<file path="src/rtl/regfile_port_arbiter.sv">
// regfile_port_arbiter
// Owns the single write port of the register file. After reset, or on request,
// it sweeps zeroes into registers 1..NUM_REGS-1 (CLEAR). Otherwise (RUN) it
// shares the port between the CPU writeback path (fixed priority) and a
// debug/loader port. A starvation counter forces a debug grant after
// STARVE_LIMIT consecutive denied debug cycles. The outputs drive the
// register file pins directly, so an accepted write lands on the same edge.
//
// Ports:
//   clk, rst          clock; synchronous active-high reset
//   clear_req         one-cycle request to start a clear sweep (ignored in CLEAR)
//   cpu_we/addr/data  CPU write request; cpu_ready = accepted this cycle
//   dbg_valid/addr/data debug write request; dbg_ready = accepted this cycle
//   rf_we, rf_write_addr, rf_write_data  register file write port
//   busy              high while sweeping (and during reset)
//   clear_done        registered one-cycle pulse after a sweep finishes
module regfile_port_arbiter #(
    parameter int DATA_W       = 32,
    parameter int ADDR_W       = 5,
    parameter int NUM_REGS     = 32,
    parameter int STARVE_LIMIT = 4
) (
    input  logic              clk,
    input  logic              rst,
    input  logic              clear_req,
    input  logic              cpu_we,
    input  logic [ADDR_W-1:0] cpu_addr,
    input  logic [DATA_W-1:0] cpu_data,
    output logic              cpu_ready,
    input  logic              dbg_valid,
    input  logic [ADDR_W-1:0] dbg_addr,
    input  logic [DATA_W-1:0] dbg_data,
    output logic              dbg_ready,
    output logic              rf_we,
    output logic [ADDR_W-1:0] rf_write_addr,
    output logic [DATA_W-1:0] rf_write_data,
    output logic              busy,
    output logic              clear_done
);

    localparam int SCNT_W = $clog2(STARVE_LIMIT + 1);

    localparam logic [ADDR_W-1:0] ADDR_ZERO = {ADDR_W{1'b0}};
    localparam logic [ADDR_W-1:0] PTR_FIRST = ADDR_W'(1);
    localparam logic [ADDR_W-1:0] PTR_LAST  = ADDR_W'(NUM_REGS - 1);
    localparam logic [DATA_W-1:0] DATA_ZERO = {DATA_W{1'b0}};
    localparam logic [SCNT_W-1:0] SCNT_ZERO = {SCNT_W{1'b0}};
    localparam logic [SCNT_W-1:0] SCNT_ONE  = SCNT_W'(1);
    localparam logic [SCNT_W-1:0] SCNT_MAX  = SCNT_W'(STARVE_LIMIT);

    typedef enum logic [0:0] {
        ST_CLEAR = 1'b0,
        ST_RUN   = 1'b1
    } state_t;

    state_t            state_q, state_d;
    logic [ADDR_W-1:0] ptr_q, ptr_d;
    logic [SCNT_W-1:0] scnt_q, scnt_d;
    logic              clear_done_q, clear_done_d;

    // State register: all control state, reset to the start of a sweep.
    always_ff @(posedge clk) begin
        if (rst) begin
            state_q      <= ST_CLEAR;
            ptr_q        <= PTR_FIRST;
            scnt_q       <= SCNT_ZERO;
            clear_done_q <= 1'b0;
        end else begin
            state_q      <= state_d;
            ptr_q        <= ptr_d;
            scnt_q       <= scnt_d;
            clear_done_q <= clear_done_d;
        end
    end

    // Next-state logic: sweep pointer advance, starvation tracking, clear entry.
    always_comb begin
        state_d      = state_q;
        ptr_d        = ptr_q;
        scnt_d       = scnt_q;
        clear_done_d = 1'b0;
        case (state_q)
            ST_CLEAR: begin
                // scnt holds across a sweep; clear_req is not a restart here
                if (ptr_q == PTR_LAST) begin
                    state_d      = ST_RUN;
                    ptr_d        = PTR_FIRST;
                    clear_done_d = 1'b1;
                end else begin
                    ptr_d = ptr_q + PTR_FIRST;
                end
            end
            ST_RUN: begin
                // Count only denied debug cycles; any accept or idle debug resets
                if (dbg_valid && !dbg_ready) begin
                    if (scnt_q != SCNT_MAX) begin
                        scnt_d = scnt_q + SCNT_ONE;
                    end else begin
                        scnt_d = scnt_q;
                    end
                end else begin
                    scnt_d = SCNT_ZERO;
                end
                if (clear_req) begin
                    state_d = ST_CLEAR;
                    ptr_d   = PTR_FIRST;
                    scnt_d  = SCNT_ZERO;
                end else begin
                    state_d = ST_RUN;
                end
            end
            default: begin
                state_d = ST_CLEAR;
                ptr_d   = PTR_FIRST;
                scnt_d  = SCNT_ZERO;
            end
        endcase
    end

    // Output logic: reset override, sweep writes, and RUN arbitration.
    always_comb begin
        rf_we         = 1'b0;
        rf_write_addr = ADDR_ZERO;
        rf_write_data = DATA_ZERO;
        cpu_ready     = 1'b0;
        dbg_ready     = 1'b0;
        busy          = 1'b1;
        if (rst) begin
            // Port is held quiet while reset is asserted
            busy = 1'b1;
        end else begin
            case (state_q)
                ST_CLEAR: begin
                    rf_we         = 1'b1;
                    rf_write_addr = ptr_q;
                    busy          = 1'b1;
                end
                ST_RUN: begin
                    busy = 1'b0;
                    if (dbg_valid && (scnt_q == SCNT_MAX)) begin
                        // Starved debug overrides the CPU for one cycle
                        dbg_ready     = 1'b1;
                        rf_we         = (dbg_addr != ADDR_ZERO);
                        rf_write_addr = dbg_addr;
                        rf_write_data = dbg_data;
                    end else if (cpu_we) begin
                        cpu_ready     = 1'b1;
                        rf_we         = (cpu_addr != ADDR_ZERO);
                        rf_write_addr = cpu_addr;
                        rf_write_data = cpu_data;
                    end else if (dbg_valid) begin
                        dbg_ready     = 1'b1;
                        rf_we         = (dbg_addr != ADDR_ZERO);
                        rf_write_addr = dbg_addr;
                        rf_write_data = dbg_data;
                    end else begin
                        // Nobody requesting: advertise ready to both sides
                        cpu_ready = 1'b1;
                        dbg_ready = 1'b1;
                    end
                end
                default: begin
                    busy = 1'b1;
                end
            endcase
        end
    end

    assign clear_done = clear_done_q;

endmodule
</file>
<file path="config.mk">
export PLATFORM = sky130hd
export DESIGN_NAME = regfile_port_arbiter
export DESIGN_NICKNAME = d
export VERILOG_FILES = /design/src/rtl/regfile_port_arbiter.sv
export SDC_FILE = /design/constraint.sdc
export NUM_CORES = 1
export LEC_CHECK = 0
export ABC_AREA = 1
export CORE_AREA = 2 2 65 67
export CTS_CLUSTER_SIZE = 16
export DETAILED_ROUTE_END_ITERATION = 8
export DIE_AREA = 0 0 67 69
export GPL_ROUTABILITY_DRIVEN = 0
export PLACE_DENSITY = 0.84
export SKIP_CTS_REPAIR_TIMING = 1
export SYNTH_ARGS = -nofsm -noshare
export SYNTH_HDL_FRONTEND = slang
export SYNTH_SLANG_ARGS = --single-unit
</file>
<file path="constraint.sdc">
create_clock -name clk -period 4.6 [get_ports clk]
set_input_delay 0.92 -clock clk [delete_from_list [all_inputs] [get_ports clk]]
set_output_delay 0.92 -clock clk [all_outputs]
set_load 0.01 [all_outputs]
</file>
==> impl_metrics.env <==
export IMPL_cts_htree_levels=1
export IMPL_vias=1793
export IMPL_gr_usage_all_layers=0.211
export IMPL_ir_worst_vdd_v=0.000142
export IMPL_cp_required_ps=3680
export IMPL_cp_data_arrival_time_ps=3000
export IMPL_clock_latency_ps=230
export IMPL_timing_final_ws_setup_ps=680
export IMPL_gr_total_overflow=0
export IMPL_max_stage_delay_ps=580
export IMPL_dieArea_um2=4620
export IMPL_synth_xor_area_frac=0.0221
export IMPL_path_class="primary input to output port"
export IMPL_synthCells=216
export IMPL_synthAdderAreaFrac=0.0420
export IMPL_cp_slowest_cell="clkdlybuf4s50_1"
export IMPL_grt_pass1_wl_um=7690
export IMPL_ys_seq_area_frac=0.168
export IMPL_port_buffers=120
export IMPL_r2r_start="scnt_q[0]"
export IMPL_synth_top_cell_area_share=0.271
export IMPL_synthToLayoutAreaGrowth_pct=106
export IMPL_ys_ff_latch=10
export IMPL_min_path_type="flop to flop"
export IMPL_fin_nets=416
export IMPL_hold_viol=0
export IMPL_totalWireLength_um=5120
export IMPL_startpoint_type="primary input"
export IMPL_power_total_uw=303
export IMPL_yosysWarnings=0
export IMPL_post_route_util=0.628
export IMPL_num_rows=23
export IMPL_chipHeight_um=69
export IMPL_start_util=0.304
export IMPL_rsz0062_at_grt="false"
export IMPL_worst_path_buf_inv=4
export IMPL_cts_buffers=3
export IMPL_cap_violations=0
export IMPL_critPathTopFamily="buffers and inverters"
export IMPL_ioPinCount=121
export IMPL_wl_per_cell_um=13.4
export IMPL_yosysTopAreaCell="nand2_1"
export IMPL_cts_sinks=10
export IMPL_syn_area_per_cell_um2=5.51
export IMPL_max_freq_mhz=255
export IMPL_final_cell_mix="clkdlybuf4s50_1, nand2_1, a21oi_1"
export IMPL_syn_num_nets=299
export IMPL_path_max_fanout=19
export IMPL_slew_headroom=0.649
export IMPL_finalSetupViolations=0
export IMPL_regArea_um2=200
export IMPL_crit_chain="clkdlybuf4s50_1, inv_1, a21oi_4, buf_4, nand2_1, a21oi_1, clkdlybuf4s50_1"
export IMPL_hpwlAfterDp_um=4150
export IMPL_hold_start="ptr_q[4]"
export IMPL_drive_above_1_share=0.0453
export IMPL_fp_dieW_um=67
export IMPL_num_antenna_cells=0
export IMPL_grt_pass1_vias=1602
export IMPL_root_buffer="clkbuf_8"
export IMPL_fin_crit_sh=0.852
export IMPL_synth_top_family_by_area="simple AND/OR/NAND/NOR gates"
export IMPL_first_iter_violations=136
export IMPL_period_needed_ps=3920
export IMPL_synthMuxAreaShare=0
export IMPL_fillers=374
export IMPL_clockBufferDepth=2
export IMPL_synth_area_top_cells="nand2_1, dfxtp_1, a21oi_1"
export IMPL_clk_pin_slew_worst_paths_ps=40
export IMPL_cpMostUsedCell="clkdlybuf4s50_1"
export IMPL_fin_tns_setup_ps=0
export IMPL_finalClockSkew_ps=4.54
export IMPL_grt_max_degree=36
export IMPL_power_leakage_uw=0.000993
export IMPL_syn_cell_area_um2=1190
export IMPL_avgViaCountPerCell=4.71
export IMPL_final_antenna_net_count=0
export IMPL_multi_input_area_um2=848
export IMPL_crit_start="dbg_valid"
export IMPL_post_route_drc_count=0
export IMPL_coreArea_um2=3910
export IMPL_end_kind="output port"
export IMPL_tritoncts="built"
export IMPL_worstMarginPinSlew_ps=525
export IMPL_synth_compound_area_frac=0.248
export IMPL_synth_simple_area_share=0.400
export IMPL_drtPass1Iterations=4
export IMPL_post_place_ws_ps=687
export IMPL_ys_types=25
export IMPL_final_common_cell="clkdlybuf4s50_1"
export IMPL_antenna_found_initial=0
export IMPL_status="complete, no violations"
export IMPL_power_density_nw_per_um2=123
export IMPL_finalMaxSlewViolations=0
## layout make-up
cell class                 count  share of cell area
inverter                      24              0.0387
sequential                    10              0.0815
tap                           50              0.0255
timing repair buffer         121               0.492
clock buffer                   3              0.0168
multi-input combinational    173               0.345
## state kept, by name (all words and copies together) (netlist names)
name	cells
ptr_q	5
state_q	1
clear_done	1
scnt_q	3
## worst paths after layout
check	slack, ps	cells past startpoint	end
worst max-delay path	680	7	rf_write_data[30]
worst min-delay path	490	2	ptr_q[4]
worst max register to register	3140	8	scnt_q[0]
worst min register to register	490	2	ptr_q[4]
## per-layer routing
metal  GRT usage  vias to the layer above  wire length (um)
li1            -                      928                 -
met1       0.249                      785              2060
met2       0.366                       67              2450
met3      0.0457                       13               501
met4      0.0748                        0               112
met5           0                        -                 0
## cell usage after synthesis
cell       n
inv_4      2
clkbuf_1   2
nand2_1   86
ha_1       4
nand3_1   11
inv_1     21
o21ai_2    2
nand2_2    1
xor2_1     2
xnor2_1    1
nor2_1    11
or2_4      1
o22ai_2    1
o211ai_1   1
buf_4      2
nand3_2    1
a21oi_4    1
o22ai_1    5
inv_2      1
a21oi_1   36
dfxtp_1   10
o21ai_0    6
nor2_8     1
nand4_1    2
buf_2      5
## through the flow
| stage | cell area (um^2) | hold slack, ps | std cells |
|---|---|---|---|
| floorplan | 1190 | 461 | 216 |
| global placement | 2410 | 475 | 378 |
| detailed placement | 2410 | 483 | 378 |
| CTS | 2460 | 497 | 381 |
| global route | 2460 | 519 | 381 |
| finish | 2460 | 494 | 381 |
## cell families after synthesis
kind of cell,Yosys count
simple gates,114
compound gates,52
buf+inv,33
xor+xnor,3
flops,10
fa+ha+maj,4
## worst reg2reg max path: cells and delay by family, from the launching register on
kind / cells / cell delay [ps]
flip-flops: 1 / 350
AND/OR/NAND/NOR: 5 / 590
adder cells (fa/ha/maj): 1 / 200
buffers and inverters: 1 / 70
AO/OA/AOI/OAI: 1 / 150
## where the power goes
part           total (uW)  internal [uW]  switching (uW)
Sequential           93.6           90.5            3.10
Combinational         122           77.8            44.0
Clock                87.3           56.9            30.3
(Power assumes the default switching activity.)
